**src/rtl/seg_pkg.sv**
```systemverilog
// rtl/seg_pkg.sv - shared segment code table, direction codes and FSM states for seg_monitor
package seg_pkg;
  localparam int unsigned NUM_DIGITS = 16;

  // Entry i is the {a,b,c,d,e,f,g} code that draws hex digit i.
  localparam logic [15:0][6:0] SEG_TABLE = {
    7'h47, 7'h4F, 7'h3D, 7'h4E, 7'h1F, 7'h77, 7'h7B, 7'h7F,
    7'h70, 7'h5F, 7'h5B, 7'h33, 7'h79, 7'h6D, 7'h30, 7'h7E
  };

  typedef enum logic [1:0] {
    DIR_NONE = 2'b00,
    DIR_UP   = 2'b01,
    DIR_DOWN = 2'b10,
    DIR_JUMP = 2'b11
  } dir_t;

  typedef enum logic [1:0] {
    ST_IDLE,
    ST_SETTLE,
    ST_LOCKED
  } state_t;
endpackage

```
**src/rtl/seg_decode.sv**
```systemverilog
// rtl/seg_decode.sv - combinational 7-segment code to hex digit decoder with legality flag
module seg_decode
  import seg_pkg::*;
(
  input  logic [6:0] code,
  output logic [3:0] digit,
  output logic       legal
);

  always_comb begin
    digit = 4'd0;
    legal = 1'b0;
    for (int i = 0; i < NUM_DIGITS; i++) begin
      if (code == SEG_TABLE[i]) begin
        digit = 4'(i);
        legal = 1'b1;
      end
    end
  end

endmodule

```
**src/rtl/seg_monitor.sv**
```systemverilog
// rtl/seg_monitor.sv - debounced 7-segment display monitor; SEG_MONITOR_DIR_EN enables step direction and jump counting
module seg_monitor
  import seg_pkg::*;
#(
  parameter int unsigned STABLE_CYCLES = 4
) (
  input  logic       clk,
  input  logic       rst,
  input  logic       cs,
  input  logic       a,
  input  logic       b,
  input  logic       c,
  input  logic       d,
  input  logic       e,
  input  logic       f,
  input  logic       g,
  input  logic       dp,
  output logic [3:0] value,
  output logic       dp_out,
  output logic       valid,
  output logic       bad,
  output logic [1:0] dir,
  output logic [7:0] err_cnt
);

  localparam logic [7:0] STABLE_N = 8'(STABLE_CYCLES);

  // Sample layout: [8] cs, [7:1] a..g, [0] dp
  logic [8:0] sync1, sync2, prev;
  logic [7:0] cnt, cnt_n, last_pat;
  logic       acc_any, accept, legal, err_inc;
  logic [3:0] digit;
  state_t     state, state_n;

  always_ff @(posedge clk or negedge rst) begin
    if (!rst) begin
      sync1 <= '0;
      sync2 <= '0;
    end else begin
      sync1 <= {cs, a, b, c, d, e, f, g, dp};
      sync2 <= sync1;
    end
  end

  seg_decode u_decode (
    .code  (sync2[7:1]),
    .digit (digit),
    .legal (legal)
  );

  // cs is part of the sample, so releasing cs restarts a full window.
  always_comb begin
    state_n = state;
    cnt_n   = cnt;
    accept  = 1'b0;
    if (sync2[8]) begin
      cnt_n   = 8'd0;
      state_n = acc_any ? ST_SETTLE : ST_IDLE;
    end else if (sync2 != prev) begin
      cnt_n   = 8'd0;
      state_n = ST_SETTLE;
    end else if (state == ST_SETTLE) begin
      cnt_n = cnt + 8'd1;
      if (cnt_n == STABLE_N) begin
        state_n = ST_LOCKED;
        accept  = !(acc_any && sync2[7:0] == last_pat);
      end
    end
  end

  always_ff @(posedge clk or negedge rst) begin
    if (!rst) begin
      state    <= ST_IDLE;
      cnt      <= 8'd0;
      prev     <= '0;
      acc_any  <= 1'b0;
      last_pat <= 8'd0;
    end else begin
      state <= state_n;
      cnt   <= cnt_n;
      prev  <= sync2;
      if (accept) begin
        acc_any  <= 1'b1;
        last_pat <= sync2[7:0];
      end
    end
  end

  always_ff @(posedge clk or negedge rst) begin
    if (!rst) begin
      value   <= 4'd0;
      dp_out  <= 1'b0;
      valid   <= 1'b0;
      bad     <= 1'b0;
      err_cnt <= 8'd0;
    end else begin
      valid <= accept && legal;
      bad   <= accept && !legal;
      if (accept) begin
        dp_out <= sync2[0];
        if (legal) value <= digit;
      end
      if (err_inc && err_cnt != 8'hFF) err_cnt <= err_cnt + 8'd1;
    end
  end

`ifdef SEG_MONITOR_DIR_EN
  logic [1:0] dir_q, dir_n;
  logic [3:0] val_up, val_dn;
  logic       val_any;

  assign val_up = value + 4'd1;
  assign val_dn = value - 4'd1;

  // Same digit can only be re-accepted because dp changed.
  always_comb begin
    dir_n = DIR_NONE;
    if (val_any && digit != value) begin
      if (digit == val_up)      dir_n = DIR_UP;
      else if (digit == val_dn) dir_n = DIR_DOWN;
      else                      dir_n = DIR_JUMP;
    end
  end

  always_ff @(posedge clk or negedge rst) begin
    if (!rst) begin
      dir_q   <= DIR_NONE;
      val_any <= 1'b0;
    end else if (accept && legal) begin
      dir_q   <= dir_n;
      val_any <= 1'b1;
    end
  end

  assign dir     = dir_q;
  assign err_inc = accept && (!legal || dir_n == DIR_JUMP);
`else
  assign dir     = DIR_NONE;
  assign err_inc = accept && !legal;
`endif

endmodule

```
**config.mk**
```make
export PLATFORM = sky130hd
export DESIGN_NAME = seg_monitor
export DESIGN_NICKNAME = d
export VERILOG_FILES = /design/src/rtl/seg_pkg.sv /design/src/rtl/seg_decode.sv /design/src/rtl/seg_monitor.sv
export SDC_FILE = /design/constraint.sdc
export NUM_CORES = 1
export LEC_CHECK = 0
export CAP_MARGIN = 20
export CELL_PAD_IN_SITES_DETAIL_PLACEMENT = 1
export CELL_PAD_IN_SITES_GLOBAL_PLACEMENT = 2
export CORE_AREA = 5 5 91 93
export DETAILED_ROUTE_END_ITERATION = 12
export DIE_AREA = 0 0 96 98
export MAX_ROUTING_LAYER = met4
export PLACE_DENSITY = 0.87
export SYNTH_ARGS = -nofsm -noshare
export SYNTH_HDL_FRONTEND = slang
export SYNTH_SLANG_ARGS = --single-unit
```
**constraint.sdc**
```tcl
create_clock -name clk -period 5.78 [get_ports clk]
set_input_delay 0.867 -clock clk [delete_from_list [all_inputs] [get_ports clk]]
set_output_delay 0.867 -clock clk [all_outputs]
set_load 0.005 [all_outputs]
```
==> reports/metrics.cfg <==
[run_status]
status = finished clean

[global_routing]
grt_max_degree = 61
grt_pass1_vias = 2030
track_usage_pct = 14.64
grt_pass1_wl_um = 10430
antenna_found_initial = 0
grt_overflow_total = 0

[power]
switching_power_mw = 0.2193
switching_share_pct = 22.71
seqPwrFrac_pct = 46.1
power.leakage_nw = 1.493
power.share.clock_pct = 49.5
vdd_drop_max_mv = 0.1286
pwr-share-comb_pct = 4.4
p_int_mw = 0.7464
fin_total_pwr_mw = 0.9657
power.density_mw_per_mm2 = 278.2

[placement]
placed_area_sq_mm = 0.003222
post-place-ws_ns = 2.495
gp_congestion = 0.7883
portBuffers = 25
dp.cells = 362
dp_hpwl_um = 4005

[clock_tree]
cts_setup_buffers = 0
clock-sinks = 60
numCtsBuffers = 9
clkTransAtPathRegs_ns = 0.08
cts_buffer_depth = 2
postCtsResizedCells = 0
h-tree-depth = 3
cts_tree = yes
postCtsHoldBufs = 0
cts_root_buf = clkbuf_8
clk_latency_ns = 0.34

[timing]
max_freq_mhz = 307.4
setup-tns-final_ns = 0
post-route-period-util_pct = 56.29
setup_viol = 0
fin_skew_ns = 0.01005
hold_viol = 0
period_minus_slack_ns = 3.254
fin_ws_ns = 2.526
finalMaxSlewViolations = 0
maxSlewHeadroom_pct = 50.45
rsz0062_at_grt = false
tightest_slew_ns = 0.7433

[synthesis]
yosysWarningCount = 0
ys_ff_latch = 60
synth-seq-area-share_pct = 50.00
synth-edff-count = 0
synth_cell_types = 62
async_reset_ff_share_pct = 100.0
postSynthCellCount = 251
synthFlopType = dfrtp_1
syn_area_sq_mm = 0.003003
postSynthAreaPerCell_sq_um = 11.96

[floorplan]
io_pins = 28
rows = 32
die_h_um = 98
dieArea_sq_mm = 0.009408
initial_utilization_pct = 40.32
die_width_um = 96
fp.coreArea_sq_mm = 0.007447

[worst_hold_path]
hold_path.class = reg2reg

[finish]
fin_nets = 285
fin_area_sq_mm = 0.003471
layout.cells.non_filler = 378
diodes = 0
drive_above_1_share_pct = 18.84
area_delta_synth_final_pct = 15.58

[detailed_routing]
vias_per_cell = 5.093
vias = 1925
remaining_drc_errors = 0
wl_per_cell_um = 16.18
routed_wl_um = 6117
drtAntennaViolNets = 0
firstDrtPassIters = 4
drt_iter0_drc = 71

[setup_path]
critPathKind = reg2reg
slowest_stage = dfrtp_1
worstPathCellList = xor2_1, nor4_1, nand3_1, nand4bb_1, a21oi_4, mux2_4
path_max_fanout = 19
r2r_slack_ns = 2.53
slowest_delay_ns = 0.76
cp-start-kind = flip-flop
cp.required_ns = 6.01
endpoint_kind = flip-flop
worstPathArrival_ns = 3.48

[job]
drv_cap = 0

-- registers in the layout (all words and copies together) (netlist names), 2 cells and up --
register	count
sync1	9
last_pat	8
cnt	8
state	2
sync2	9
value	4
prev	9
err_cnt	8
-- per-stage QoR --
step	util (%)	hold WS, ns
after global placement	43.26	0.3333
after global routing	46.61	0.3614
after floorplan	-	0.3312
after CTS	46.61	0.3531
after detailed placement	43.26	0.3373
final	46.61	0.3483
-- logic make-up after synthesis --
kind of cell	Yosys count	synth area share (%)
buf+inv	26	6.500
xor+xnor	30	8.750
simple gates	85	18.17
other cells	1	0.1249
fa+ha+maj	3	1.250
flops	60	50.00
compound gates	29	8.292
mux	17	6.917
-- cell usage after synthesis (2+ instances only) --
master	number	area, sq um
inv_1	8	30.03
xor2_1	27	236.5
buf_6	6	67.56
ha_1	3	37.54
o21ai_0	5	25.02
nor2_1	13	48.80
o22ai_1	2	12.51
dfrtp_1	60	1501
mux2i_1	2	20.02
nor3_2	4	40.04
nand3_1	9	45.04
xnor2_1	3	26.28
mux2_2	9	101.4
nand2b_1	2	12.51
or3_1	2	12.51
a21oi_1	8	40.04
nand4_1	6	37.54
buf_4	5	37.54
o211ai_1	2	15.01
buf_2	2	10.01
clkbuf_8	3	41.29
nand2_1	15	56.30
nor4_1	4	25.02
mux2_4	5	75.07
nand4b_1	2	17.52
nor3_1	7	35.03
a211oi_2	2	25.02
-- cells in the final DEF (no fill, tap or decap), types with 3 or more instances in the layout --
master,instances
clkdlybuf4s50_1,24
mux2_4,5
nand4_1,6
mux2_2,9
nor3_1,7
clkbuf_8,10
xor2_1,27
ha_1,3
nor2_1,13
dfrtp_1,60
xnor2_1,3
nand2_1,15
inv_1,8
bufinv_16,3
nor3_2,4
nor4_1,4
a21oi_1,8
o21ai_0,5
nand3_1,9
-- metal layers --
metal  vias to the layer above  global-route usage, %  routed length (um)
met5                         -                      -                   0
met4                         0                  4.595                  59
met3                         6                  3.852                 158
met2                        27                  21.19                2886
met1                       980                  19.98                3012
li1                        912                      -                   -
-- final timing paths --
path                                     from              endpoint  cells after the start
setup / recovery           sync2[7]$_DFF_PN0_  value[1]$_DFFE_PN0P_                      6
hold / removal             sync1[4]$_DFF_PN0_    sync2[4]$_DFF_PN0_                      0
setup reg to reg           sync2[7]$_DFF_PN0_  value[1]$_DFFE_PN0P_                      6
hold reg to reg            sync1[4]$_DFF_PN0_    sync2[4]$_DFF_PN0_                      0
max in group asynchronous                 rst       valid$_DFF_PN0_                      2
min in group asynchronous                 rst    cnt[1]$_DFFE_PN0P_                      2
-- power groups by stage --
stage                     sequential [mW]  combinational (mW)  clock [mW]
after floorplan                     0.442              0.0398           0
after global placement              0.453              0.0422           0
after detailed placement            0.454              0.0431           0
after CTS                           0.446              0.0433       0.485
after global routing                0.448              0.0473       0.510
final                               0.446              0.0421       0.478
-- area by class of cell --
class / count / area [sq um]
fillers: 822 / 3976
clock buffers: 10 / 137.6
repair buffers: 26 / 252.7
multi-input cells: 166 / 1310
well taps: 102 / 127.6
flip-flops and latches: 60 / 1501
clock inverters: 6 / 111.4
inverters: 8 / 30.03
-- critical path: cells and delay by family (launching register included) --
kind	cells	cell delay [ns]
flops	1	0.76
xor+xnor	1	0.14
mux	1	0.34
simple gates	3	1.44
compound gates	1	0.46
(Power assumes the default switching activity.)
